File: config.mk
export PLATFORM = sky130hd
export DESIGN_NAME = user_stream_arbiter
export DESIGN_NICKNAME = d
export VERILOG_FILES = /design/src/rtl/user_stream_arbiter.sv
export SDC_FILE = /design/constraint.sdc
export NUM_CORES = 1
export LEC_CHECK = 0
export ABC_AREA = 0
export ABC_CLOCK_PERIOD_IN_PS = 2300
export BUFFER_PORTS_ARGS = -buffer_cell sky130_fd_sc_hd__buf_2
export CORE_ASPECT_RATIO = 0.6
export CORE_MARGIN = 2
export CORE_UTILIZATION = 41
export DETAILED_ROUTE_END_ITERATION = 16
export GPL_TIMING_DRIVEN = 0
export PLACE_DENSITY = 0.82
export SLEW_MARGIN = 10
export SYNTH_ARGS = -nofsm -noshare
export SYNTH_HDL_FRONTEND = slang
export SYNTH_SLANG_ARGS = --single-unit
File: constraint.sdc
create_clock -name clk -period 2.3 [get_ports clk]
set_clock_uncertainty 0.05 [all_clocks]
set_input_delay 0.345 -clock clk [delete_from_list [all_inputs] [get_ports clk]]
set_output_delay 0.345 -clock clk [all_outputs]
set_load 0.005 [all_outputs]
File: src/rtl/user_stream_arbiter.sv
// user_stream_arbiter: round-robin, packet-locked arbiter that merges N_CH user streams into one.
// Ports:
//   clk, reset_n        clock (rising edge), asynchronous active-low reset
//   cntrl_ch_en_i       per-port enable; a disabled port is never newly granted
//   in_tid_i/tdata/tkeep/tvld/tlast  per-port stream inputs (port k in slice k)
//   in_trdy_o           per-port ready; only the granted port can see a 1
//   out_tid/tdata/tkeep/tvld/tlast_o registered merged stream, out_rdy_i its ready
//   grant_o             one-hot grant held for a whole packet, zero when idle
//   busy_o              high while a packet is in progress
module user_stream_arbiter #(
    parameter int N_CH     = 4,
    parameter int ID_WIDTH = 10
) (
    input  logic                     clk,
    input  logic                     reset_n,
    input  logic [N_CH-1:0]          cntrl_ch_en_i,
    input  logic [N_CH*ID_WIDTH-1:0] in_tid_i,
    input  logic [N_CH*32-1:0]       in_tdata_i,
    input  logic [N_CH*4-1:0]        in_tkeep_i,
    input  logic [N_CH-1:0]          in_tvld_i,
    input  logic [N_CH-1:0]          in_tlast_i,
    output logic [N_CH-1:0]          in_trdy_o,
    output logic [ID_WIDTH-1:0]      out_tid_o,
    output logic [31:0]              out_tdata_o,
    output logic [3:0]               out_tkeep_o,
    output logic                     out_tvld_o,
    output logic                     out_tlast_o,
    input  logic                     out_rdy_i,
    output logic [N_CH-1:0]          grant_o,
    output logic                     busy_o
);
    localparam int GW = $clog2(N_CH);

    typedef enum logic {IDLE, BUSY} state_t;

    state_t              state, state_nxt;
    logic [GW-1:0]       last_grant, pick;
    logic                found;
    logic [N_CH-1:0]     cand;
    logic                pipe_rdy, accept, pkt_end;
    logic [ID_WIDTH-1:0] sel_tid;
    logic [31:0]         sel_tdata;
    logic [3:0]          sel_tkeep;
    logic                sel_tvld, sel_tlast;

    assign cand      = in_tvld_i & cntrl_ch_en_i;
    assign busy_o    = state == BUSY;
    assign pipe_rdy  = ~out_tvld_o | out_rdy_i;
    assign in_trdy_o = grant_o & {N_CH{pipe_rdy & busy_o}};
    assign accept    = busy_o & pipe_rdy & sel_tvld;
    assign pkt_end   = accept & sel_tlast;

    // Circular search starting just after last_grant: ports above it first, then wrap to port 0.
    always_comb begin
        pick  = last_grant;
        found = 1'b0;
        for (int j = 0; j < N_CH; j++)
            if (!found && cand[j] && j > int'(last_grant)) begin
                pick  = GW'(j);
                found = 1'b1;
            end
        for (int j = 0; j < N_CH; j++)
            if (!found && cand[j]) begin
                pick  = GW'(j);
                found = 1'b1;
            end
    end

    // last_grant also names the port currently holding the grant while BUSY.
    always_comb begin
        sel_tid   = '0;
        sel_tdata = '0;
        sel_tkeep = '0;
        sel_tvld  = 1'b0;
        sel_tlast = 1'b0;
        for (int j = 0; j < N_CH; j++)
            if (last_grant == GW'(j)) begin
                sel_tid   = in_tid_i[j*ID_WIDTH +: ID_WIDTH];
                sel_tdata = in_tdata_i[j*32 +: 32];
                sel_tkeep = in_tkeep_i[j*4 +: 4];
                sel_tvld  = in_tvld_i[j];
                sel_tlast = in_tlast_i[j];
            end
    end

    always_ff @(posedge clk or negedge reset_n)
        if (!reset_n) state <= IDLE;
        else          state <= state_nxt;

    always_comb begin
        state_nxt = state;
        if (state == IDLE) state_nxt = |cand ? BUSY : IDLE;
        else               state_nxt = pkt_end ? IDLE : BUSY;
    end

    // Reset value N_CH-1 makes port 0 the first in line.
    always_ff @(posedge clk or negedge reset_n) begin
        if (!reset_n) begin
            grant_o    <= '0;
            last_grant <= GW'(N_CH - 1);
        end else if (state == IDLE && |cand) begin
            grant_o    <= N_CH'(1) << pick;
            last_grant <= pick;
        end else if (pkt_end) begin
            grant_o    <= '0;
        end
    end

    // Single output stage; it only moves when empty or drained so data stays stable under backpressure.
    always_ff @(posedge clk or negedge reset_n) begin
        if (!reset_n) begin
            out_tvld_o  <= 1'b0;
            out_tid_o   <= '0;
            out_tdata_o <= '0;
            out_tkeep_o <= '0;
            out_tlast_o <= 1'b0;
        end else if (pipe_rdy) begin
            out_tvld_o <= accept;
            if (accept) begin
                out_tid_o   <= sel_tid;
                out_tdata_o <= sel_tdata;
                out_tkeep_o <= sel_tkeep;
                out_tlast_o <= sel_tlast;
            end
        end
    end
endmodule

==> results of run 1 <==
==> cells in the final DEF, fill, tap and decap left out, types with 2 or more instances in the layout <==
cell type and instances:
mux4_2 48, mux2_4 8, buf_2 260, a21o_1 2
clkbuf_1 6, buf_6 2, o32ai_1 4, nand2_1 11
dfrtp_1 53, o31ai_1 2, and3_1 5, buf_4 4
dfstp_2 2, o21ai_0 3, clkbuf_16 5, mux2_2 38
==> routing by layer <==
layer / track usage (%) / wire, µm / up-vias
met4: 6.26 / 141 / 0
met5: 0 / 0 / -
li1: - / - / 1376
met1: 27.0 / 3780 / 1518
met3: 4.98 / 777 / 14
met2: 39.5 / 5480 / 149
==> power groups by stage <==
stage               combinational, mW  sequential, mW  clock, mW
floorplan                        2.24            1.78          0
global placement                 3.30            1.73          0
detailed placement               3.42            1.76          0
CTS                              3.43            1.75      0.786
global route                     3.66            1.82      0.826
finish                           3.37            1.74      0.764
==> worst max-delay path by stage <==
stage               slack [ps]  depth (start not counted)                          end
finish                     140                          4     out_tid_o[7]$_DFFE_PN0P_
global route                60                          4  out_tdata_o[21]$_DFFE_PN0P_
CTS                        130                          6   out_tdata_o[2]$_DFFE_PN0P_
detailed placement         140                          6   out_tkeep_o[2]$_DFFE_PN0P_
global placement           160                          6   out_tdata_o[2]$_DFFE_PN0P_
floorplan                  320                          6   out_tdata_o[0]$_DFFE_PN0P_
==> cell families (layout without fill, tap and decap cells) <==
| kind of cell | Yosys count | after routing |
|---|---|---|
| buf+inv | 19 | 282 |
| mux | 94 | 94 |
| flops | 55 | 55 |
| simple gates | 21 | 21 |
| compound gates | 19 | 19 |
==> state kept, by name, summed over array words and instances, names as in the netlist <==
register,count
out_tid_o,10
last_grant,2
out_tkeep_o,4
out_tvld_o,1
out_tdata_o,32
out_tlast_o,1
busy_o,1
grant_o,4
==> cell type report <==
type | count | area [µm²] | area share, %
Multi-Input combinational cell | 134 | 1890 | 38.2
Sequential cell | 55 | 1380 | 27.8
Timing Repair Buffer | 255 | 1280 | 25.8
Clock buffer | 7 | 143 | 2.88
Tap cell | 108 | 135 | 2.73
Buffer | 18 | 118 | 2.37
Clock inverter | 1 | 5.00 | 0.101
Inverter | 1 | 3.75 | 0.0758
==> through the flow <==
stage	hold slack (ps)	utilization, %	instances	setup WS [ps]	cell area, µm²
global route	111	62.3	579	64.4	4950
finish	45.0	62.3	579	144	4950
floorplan	-0.591	-	208	316	3390
global placement	412	60.4	571	156	4800
detailed placement	437	60.4	571	140	4800
CTS	318	62.3	579	130	4950
==> results_tabular.tex, run 1 <==
\begin{tabular}{lr}
\hline
Metric & Value \\
\hline
\multicolumn{2}{l}{\textbf{Pwr}} \\
Internal Power & 3.91 mW \\
Part of the power in the clock network & 13.0\% \\
Proportion of power drawn by flip-flops and latches & 29.7\% \\
Cell leakage power & 2.44 nW \\
Largest voltage drop on the vdd net & 576 µV \\
Net Sw Power & 1.97 mW \\
Combinational share of power & 57.3\% \\
Overall power & 5.88 mW \\
Proportion of total power due to net switching & 33.6\% \\
Areal power density over the cells & 1190 nW/µm² \\
\multicolumn{2}{l}{\textbf{Worst setup path}} \\
R2R cell count & 4 \\
Startpoint-to-endpoint class of the critical path & register to register \\
Buffering stage count on the worst path with inverters included & 2 \\
Sort of element at the start of the critical path & register \\
Cell type group with the largest total delay on the critical path & buffers and inverters \\
Worst endpoint data arrival time & 2280 ps \\
Flop2flop setup slack & 140 ps \\
Largest stage delay on the critical path & 540 ps \\
Startpoint of the worst-slack reg-to-reg timing path & last\_grant[1]\$\_DFFE\_PN1P\_ \\
Max Fanout on Critical Path & 10 \\
Cell-by-cell trace of the critical path & buf\_2 -> clkbuf\_1 -> mux4\_2 -> mux2\_2 \\
Critical path launch point & last\_grant[1]\$\_DFFE\_PN1P\_ \\
Crit-path slowest cell & dfstp\_2 \\
Critical path data required time & 2420 ps \\
Worst Setup End Kind & register \\
Capture point of the worst reg-to-reg path & out\_tid\_o[7]\$\_DFFE\_PN0P\_ \\
\multicolumn{2}{l}{\textbf{Synth}} \\
Top cells by area in the synthesized netlist & dfrtp\_1, mux4\_2, mux2\_2, mux2\_4, dfstp\_2 \\
Area share of the leading cell type in the synthesized netlist & 39.1\% \\
Primary FF master, synth & dfrtp\_1 \\
Synth Net Count & 407 \\
Parity-gate share of the synthesized area counting xor and xnor cells & 0\% \\
Register bit count reported by yosys & 55 \\
Combinational family with the most area after synthesis & multiplexers \\
Synth Area in Compound Gates & 4.39\% \\
Total of warnings raised by yosys & 0 \\
Post-synthesis async set-or-reset flop share & 100\% \\
Area leader, netlist & dfrtp\_1 \\
Leading post-synthesis cells by instance count & dfrtp\_1, mux4\_2, mux2\_2, nand2\_1, mux2\_4 \\
Netlist area before placement & 3390 µm² \\
Synthesized-area fraction occupied by and/or/nand/nor cells & 3.32\% \\
Average footprint of a synthesized cell & 16.3 µm² \\
Sequential share of the synthesized area & 40.7\% \\
Multiplexer fraction of the synthesized cell area & 48.0\% \\
Library cell with the highest instance count after synthesis & dfrtp\_1 \\
Synthesized instance count & 208 \\
Share of synthesized cell area in full adder, half adder and majority cells & 0\% \\
Post-synth cell types & 31 \\
Post-synth EDFFs & 0 \\
\multicolumn{2}{l}{\textbf{Clocking}} \\
Hold buffer count at cts & 0 \\
Clock buffers created by TritonCTS & 5 \\
Clock slew seen by the registers of the worst setup and hold paths & 70 ps \\
Number of H-tree branching levels & 2 \\
Post-CTS Repair Setup Buffers & 0 \\
Num Clock Sinks & 55 \\
Maximum clock path buffer count & 2 \\
Post-cts resize count & 0 \\
Source-to-sink clock delay at the later pin of the worst-skew pair & 290 ps \\
CTS tree & done \\
CTS root buf & clkbuf\_16 \\
\multicolumn{2}{l}{\textbf{Route}} \\
Per-cell routed wire length & 17.6 µm \\
Vias & 3057 \\
First-pass iteration count of the detailed router & 4 \\
DRT Wirelength & 10.2 mm \\
Remaining routing DRC violations & 0 \\
Detail Route Antenna Nets & 0 \\
Detailed Route Iter0 Violations & 149 \\
Average via count per standard cell & 5.28 \\
\multicolumn{2}{l}{\textbf{Floorplan}} \\
Die area & 9040 µm² \\
Top-level port count & 256 \\
Die W & 121 µm \\
Height of the die & 74.4 µm \\
Starting density of the core & 42.7\% \\
Placeable core region & 7950 µm² \\
Std cell rows & 25 \\
\multicolumn{2}{l}{\textbf{Global routing}} \\
Vias in the first global route & 3164 \\
Wire length of the first global-routing pass & 15.1 mm \\
Largest net degree at the start of global routing & 56 \\
Antenna violations before repair & 0 \\
Total gr overflow & 0 \\
Total routing resource utilization after global routing & 21.9\% \\
\multicolumn{2}{l}{\textbf{STA}} \\
Endpoints failing hold & 0 \\
Worst slew margin relative to its limit & 52.6\% \\
Worst-margin pin slew & 710 ps \\
Final min period & 2160 ps \\
Count of pins over their slew limit & 0 \\
Setup repair after global routing missed its margin & false \\
Final total negative setup slack & 0 ps \\
Number of setup violations in the final report & 0 \\
Final Cycle Share & 93.7\% \\
Fmax achieved & 464 MHz \\
\multicolumn{2}{l}{\textbf{Placed design}} \\
Buffers on Ports & 255 \\
Routability cong. & 0.859 \\
HPWL reported at the end of detailed placement & 8.41 mm \\
\multicolumn{2}{l}{\textbf{Flow run}} \\
Max cap viols & 0 \\
\multicolumn{2}{l}{\textbf{Final layout}} \\
Share of cells above drive strength 1 & 78.8\% \\
\# diodes & 0 \\
Area added between synthesis and finish & 46.1\% \\
Number of nets in the layout & 669 \\
Layout fillers & 659 \\
\multicolumn{2}{l}{\textbf{Worst hold path}} \\
Class of the most critical hold timing path & input port to asynchronous set/reset pin \\
\multicolumn{2}{l}{\textbf{Outcome}} \\
Result of the run & finished clean \\
\hline
\end{tabular}
Note: power is estimated with default switching activity, not from simulation.
==> inputs of run 2 (changes only) <==
- GPL_TIMING_DRIVEN: 0 -> 1
- RECOVER_POWER: not set -> 100
==> run 2 against run 1 <==
  * Die area unchanged
  * Sequential cell count stayed put
  * Fmax barely moved
  * Clock-buffer cell count down 1
  * Wire length shrank 2.1%
  * Combinational power decreased by 8.6%
  * Worst hold slack better by 370 ps
  * Critical path type unchanged
  * Critical endpoint is now out_tdata_o[22]$_DFFE_PN0P_
==> results_tabular.tex, run 2 (synthesized netlist as in run 1, its figures left out) <==
\begin{tabular}{lr}
\hline
Metric & Value \\
\hline
\multicolumn{2}{l}{\textbf{Outcome}} \\
Result of the run & finished clean \\
\multicolumn{2}{l}{\textbf{Worst setup path}} \\
Sort of element at the start of the critical path & register \\
Critical path data required time & 2420 ps (about the same) \\
Max Fanout on Critical Path & 20 (+10) \\
Startpoint-to-endpoint class of the critical path & register to register \\
Worst Setup End Kind & register \\
Worst endpoint data arrival time & 2280 ps (about the same) \\
\multicolumn{2}{l}{\textbf{Final layout}} \\
Share of cells above drive strength 1 & 70.0\% (-8.8 points) \\
Number of nets in the layout & 658 (-1.6\%) \\
Highest-count cells in the layout ignoring fill and taps & buf\_2, dfrtp\_1, mux4\_2 \\
Commonest non-fill, non-tap cell in the layout & buf\_2 \\
Fraction of the core area covered by cells at the end of the flow & 61.3\% (-0.99 points) \\
Number of flip-flops under the largest register name & 32 (unchanged) \\
Register with the highest flop count & out\_tdata\_o \\
Biggest regs & out\_tdata\_o x32, out\_tid\_o x10 \\
\# diodes & 0 (unchanged) \\
Final Non-Filler Cells & 568 (-1.9\%) \\
Area added between synthesis and finish & 43.7\% \\
\multicolumn{2}{l}{\textbf{Pwr}} \\
Areal power density over the cells & 1180 nW/µm² (-0.78\%) \\
Largest voltage drop on the vdd net & 778 µV (+35\%) \\
Overall power & 5.74 mW (-2.4\%) \\
Cell leakage power & 2.29 nW (-6.4\%) \\
\multicolumn{2}{l}{\textbf{Global routing}} \\
Total gr overflow & 0 (unchanged) \\
Total routing resource utilization after global routing & 20.7\% (-1.2 points) \\
Antenna violations before repair & 1 (+1) \\
Largest net degree at the start of global routing & 56 (unchanged) \\
Vias in the first global route & 3113 (-1.6\%) \\
Wire length of the first global-routing pass & 14.5 mm (-3.8\%) \\
\multicolumn{2}{l}{\textbf{Route}} \\
Average via count per standard cell & 5.25 (-0.56\%) \\
Vias & 2982 (-2.5\%) \\
Wire length on met1 & 3.62 mm (-4.2\%) \\
First-pass iteration count of the detailed router & 4 (unchanged) \\
Detail Route Antenna Nets & 0 (unchanged) \\
Detailed Route Iter0 Violations & 90 (-40\%) \\
Met2 routed wirelength & 5.51 mm (+0.51\%) \\
Per-cell routed wire length & 17.5 µm (-0.22\%) \\
DRT Wirelength & 9.96 mm (-2.1\%) \\
Highest routed layer & met5 \\
Remaining routing DRC violations & 0 (unchanged) \\
Routed length on met3 & 749 µm (-3.6\%) \\
\multicolumn{2}{l}{\textbf{Clocking}} \\
Clock buffers created by TritonCTS & 5 (unchanged) \\
Number of H-tree branching levels & 2 (unchanged) \\
Source-to-sink clock delay at the later pin of the worst-skew pair & 280 ps (about the same) \\
Post-CTS Repair Setup Buffers & 0 (unchanged) \\
Clock slew seen by the registers of the worst setup and hold paths & 70 ps (about the same) \\
CTS root buf & clkbuf\_16 \\
Num Clock Sinks & 55 (unchanged) \\
Post-cts resize count & 0 (unchanged) \\
Hold buffer count at cts & 0 (unchanged) \\
CTS tree & done \\
Maximum clock path buffer count & 2 (unchanged) \\
\multicolumn{2}{l}{\textbf{STA}} \\
Final min period & 2160 ps (+1.36 ps) \\
Worst-margin pin slew & 1380 ps (+667 ps) \\
Endpoints failing hold & 0 (unchanged) \\
Final Cycle Share & 93.8\% (about the same) \\
Number of setup violations in the final report & 0 (unchanged) \\
Worst slew margin relative to its limit & 8.18\% (-44 points) \\
Final total negative setup slack & 0 ps (unchanged) \\
Setup repair after global routing missed its margin & false \\
Count of pins over their slew limit & 0 (unchanged) \\
Worst setup slack after layout & 143 ps (-1.36 ps) \\
Fmax achieved & 464 MHz (about the same) \\
\multicolumn{2}{l}{\textbf{Placed design}} \\
HPWL reported at the end of detailed placement & 7.98 mm (-5.0\%) \\
\# placed instances & 560 (-1.9\%) \\
Routability cong. & 0.810 (-5.7\%) \\
Buffers on Ports & 255 (unchanged) \\
Post-placement worst setup slack & 247 ps (+107 ps) \\
\multicolumn{2}{l}{\textbf{Floorplan}} \\
Top-level port count & 256 (unchanged) \\
Starting density of the core & 42.7\% (unchanged) \\
Height of the die & 74.4 µm (unchanged) \\
Std cell rows & 25 (unchanged) \\
Placeable core region & 7950 µm² (unchanged) \\
Die area & 9040 µm² (unchanged) \\
Die W & 121 µm (unchanged) \\
\multicolumn{2}{l}{\textbf{Flow run}} \\
Max cap viols & 0 (unchanged) \\
\multicolumn{2}{l}{\textbf{Worst hold path}} \\
Class of the most critical hold timing path & input port to asynchronous set/reset pin \\
\hline
\end{tabular}
-- run 2: critical path, cell delays in order (launching register included) --
cell      delay [ps]
dfstp_4          650
mux4_2           510
nand3_2          120
clkbuf_4         330
mux2_2           380
-- run 2: cell type report --
type	instances	area [µm²]
Tap cell	108	135
Fill cell	699	3070
Multi-Input combinational cell	134	1860
Sequential cell	55	1380
Clock buffer	6	139
Clock inverter	2	35.0
Timing Repair Buffer	262	1320
Inverter	1	3.75
-- run 2: layer usage --
layer,GRT usage [%],up-vias
met5,0,-
met4,3.70,2
met3,4.45,12
met2,41.1,134
met1,23.7,1480
li1,-,1354
-- run 2: path summary, 6_finish.rpt --
| path | slack [ps] | start | to | depth (start not counted) |
|---|---|---|---|---|
| worst min-delay path | 410 | reset_n | grant_o[3]$_DFFE_PN0P_ | 2 |
| worst min register to register | 450 | out_tkeep_o[2]$_DFFE_PN0P_ | out_tkeep_o[2]$_DFFE_PN0P_ | 1 |
| worst max-delay path | 140 | last_grant[0]$_DFFE_PN1P_ | out_tdata_o[22]$_DFFE_PN0P_ | 4 |
| min in group clk | 440 | in_tkeep_i[10] | out_tkeep_o[2]$_DFFE_PN0P_ | 3 |
| worst max register to register | 140 | last_grant[0]$_DFFE_PN1P_ | out_tdata_o[22]$_DFFE_PN0P_ | 4 |
| max in group asynchronous | 950 | reset_n | out_tdata_o[24]$_DFFE_PN0P_ | 2 |
-- run 2: through the flow --
step | cell area (µm²) | hold WS, ps
2_1_floorplan | 3390 | -0.591
3_3_place_gp | 4790 | 431
3_5_place_dp | 4790 | 437
4_1_cts | 4960 | 180
5_1_grt | 4870 | 446
6_report | 4870 | 414
-- run 2: power by group --
group          switching, mW  total, mW  internal (mW)
Sequential             0.291       1.78           1.49
Combinational           1.30       3.08           1.78
Clock                  0.336      0.878          0.542
==> inputs of run 3 (changes only) <==
- ABC_AREA: 0 -> not set
- ABC_CLOCK_PERIOD_IN_PS: 2300 -> 2250
- clock period: 2.3 -> 2.25 ns (I/O delays scaled with it)
==> run 3 against run 2 <==
  * The flow now finishes with violations (max-capacitance violations, max-slew violations)
  * Power rose by 0.12%
  * Non-clock buffer count did not move
  * Die area unchanged
  * Largest cell class unchanged
  * Register-to-register slack better by 80 ps
  * Design area decreased by 0.13%
  * Sequential cell count did not move
  * Clock power is 16% lower
  * Fmax is 6.4% higher
  * Via count rose by 0.20%
  * Global-route usage down 0.54 points
  * Setup slack better by 80 ps
  * Largest power group unchanged
  * Utilization decreased by 0.079 points
==> results_tabular.tex, run 3 (synthesized netlist as in run 1, its figures left out) <==
\begin{tabular}{lr}
\hline
Metric & Value \\
\hline
\multicolumn{2}{l}{\textbf{Clocking}} \\
Source-to-sink clock delay at the later pin of the worst-skew pair & 280 ps (about the same) \\
Maximum clock path buffer count & 2 (unchanged) \\
Num Clock Sinks & 55 (unchanged) \\
CTS root buf & clkbuf\_16 \\
Number of H-tree branching levels & 2 (unchanged) \\
Hold buffer count at cts & 0 (unchanged) \\
Post-cts resize count & 0 (unchanged) \\
Clock slew seen by the registers of the worst setup and hold paths & 70 ps (about the same) \\
Clock buffers created by TritonCTS & 5 (unchanged) \\
Post-CTS Repair Setup Buffers & 0 (unchanged) \\
CTS tree & done \\
\multicolumn{2}{l}{\textbf{Global routing}} \\
Wire length of the first global-routing pass & 14.2 mm (-1.9\%) \\
Total routing resource utilization after global routing & 20.2\% (-0.54 points) \\
Vias in the first global route & 3001 (-3.6\%) \\
Total gr overflow & 0 (unchanged) \\
Largest net degree at the start of global routing & 43 (-23\%) \\
Antenna violations before repair & 0 (-1) \\
\multicolumn{2}{l}{\textbf{Floorplan}} \\
Die W & 121 µm (unchanged) \\
Die area & 9040 µm² (unchanged) \\
Top-level port count & 256 (unchanged) \\
Height of the die & 74.4 µm (unchanged) \\
Std cell rows & 25 (unchanged) \\
Starting density of the core & 42.7\% (unchanged) \\
Placeable core region & 7950 µm² (unchanged) \\
\multicolumn{2}{l}{\textbf{Pwr}} \\
Cell leakage power & 2.28 nW (-0.26\%) \\
Areal power density over the cells & 1180 nW/µm² (+0.25\%) \\
Largest voltage drop on the vdd net & 502 µV (-36\%) \\
\multicolumn{2}{l}{\textbf{Route}} \\
Detail Route Antenna Nets & 0 (unchanged) \\
Detailed Route Iter0 Violations & 110 (+22\%) \\
Per-cell routed wire length & 17.2 µm (-2.2\%) \\
DRT Wirelength & 9.74 mm (-2.2\%) \\
Vias & 2988 (+0.20\%) \\
First-pass iteration count of the detailed router & 4 (unchanged) \\
Remaining routing DRC violations & 0 (unchanged) \\
Average via count per standard cell & 5.26 (+0.20\%) \\
\multicolumn{2}{l}{\textbf{Worst setup path}} \\
Worst Setup End Kind & register \\
Max Fanout on Critical Path & 27 (+35\%) \\
Sort of element at the start of the critical path & register \\
Worst endpoint data arrival time & 2150 ps (-130 ps) \\
Critical path data required time & 2370 ps (-50 ps) \\
Startpoint-to-endpoint class of the critical path & register to register \\
\multicolumn{2}{l}{\textbf{Final layout}} \\
\# diodes & 0 (unchanged) \\
Biggest regs & out\_tdata\_o x32, out\_tid\_o x10 \\
Register with the highest flop count & out\_tdata\_o \\
Area added between synthesis and finish & 43.5\% \\
Final Non-Filler Cells & 568 (unchanged) \\
Number of flip-flops under the largest register name & 32 (unchanged) \\
Final design area excluding fillers & 4870 µm² (-0.13\%) \\
Fraction of the core area covered by cells at the end of the flow & 61.3\% (-0.079 points) \\
Area of the multi-input gates & 1860 µm² (+0.20\%) \\
Share of cells above drive strength 1 & 69.6\% (-0.43 points) \\
Number of nets in the layout & 658 (unchanged) \\
FF+latch area & 1380 µm² (unchanged) \\
Layout fillers & 690 (-1.3\%) \\
Commonest non-fill, non-tap cell in the layout & buf\_2 \\
Highest-count cells in the layout ignoring fill and taps & buf\_2, dfrtp\_1, mux4\_2 \\
\multicolumn{2}{l}{\textbf{Placed design}} \\
Post-placement worst setup slack & 213 ps (-33.2 ps) \\
HPWL reported at the end of detailed placement & 7.95 mm (-0.46\%) \\
Buffers on Ports & 255 (unchanged) \\
Placed Area & 4800 µm² (+0.26\%) \\
Routability cong. & 0.748 (-7.7\%) \\
\# placed instances & 560 (unchanged) \\
\multicolumn{2}{l}{\textbf{STA}} \\
Endpoints failing hold & 0 (unchanged) \\
Worst-margin pin slew & 1510 ps (+133 ps) \\
Setup repair after global routing missed its margin & false \\
Final Cycle Share & 90.1\% (-3.7 points) \\
Count of pins over their slew limit & 27 (+27) \\
Worst slew margin relative to its limit & -0.713\% (-8.9 points) \\
Final min period & 2030 ps (-130 ps) \\
Final total negative setup slack & 0 ps (unchanged) \\
Worst setup slack after layout & 223 ps (+80.3 ps) \\
Number of setup violations in the final report & 0 (unchanged) \\
Fmax achieved & 493 MHz (+6.4\%) \\
\multicolumn{2}{l}{\textbf{Outcome}} \\
Violated checks & max-capacitance violations, max-slew violations \\
Result of the run & complete, but fails checks \\
\multicolumn{2}{l}{\textbf{Flow run}} \\
Max cap viols & 1 (+1) \\
\multicolumn{2}{l}{\textbf{Worst hold path}} \\
Class of the most critical hold timing path & input port to asynchronous set/reset pin \\
\hline
\end{tabular}
[run 3: layout make-up]
class                      instances  share of cell area, %
clock buffer                       8                   2.80
inverter                           1                 0.0771
multi-input combinational        134                   38.3
sequential                        55                   28.4
tap                              108                   2.78
timing repair buffer             262                   27.6
[run 3: through the flow]
stage	hold WS (ps)	power (mW)
after CTS	38.0	6.01
after detailed placement	341	5.25
after global placement	330	5.11
after floorplan	-8.09	4.11
after global routing	430	6.14
final	357	5.75
[run 3: critical path, cell delays in order, from the launching register on]
cell and delay [ps]:
dfstp_4 640, mux4_2 510, nand3_2 140, buf_12 210, mux2_2 360
[run 3: layer usage]
| metal | GRT usage, % | up-vias | routed length [µm] |
|---|---|---|---|
| met4 | 2.94 | 0 | 42 |
| met1 | 24.6 | 1488 | 3700 |
| met3 | 3.91 | 6 | 696 |
| met5 | 0 | - | 0 |
| li1 | - | 1352 | - |
| met2 | 38.9 | 142 | 5300 |
[run 3: path summary, 6_finish.rpt]
| path | to | startpoint | slack [ps] | cells after the start |
|---|---|---|---|---|
| hold reg to reg | out_tkeep_o[2]$_DFFE_PN0P_ | out_tkeep_o[2]$_DFFE_PN0P_ | 440 | 1 |
| max in group asynchronous | out_tid_o[1]$_DFFE_PN0P_ | reset_n | 900 | 1 |
| setup / recovery | out_tdata_o[6]$_DFFE_PN0P_ | last_grant[0]$_DFFE_PN1P_ | 220 | 4 |
| min in group clk | out_tvld_o$_DFFE_PN0N_ | out_rdy_i | 430 | 3 |
| setup reg to reg | out_tdata_o[6]$_DFFE_PN0P_ | last_grant[0]$_DFFE_PN1P_ | 220 | 4 |
| hold / removal | out_tdata_o[2]$_DFFE_PN0P_ | reset_n | 360 | 1 |
[run 3: where the power goes]
part           leakage [nW]  switching (mW)  internal, mW
clock                0.0652           0.320         0.415
combinational          1.57            1.33          1.86
sequential            0.650           0.295          1.53
total                  2.28            1.95          3.80
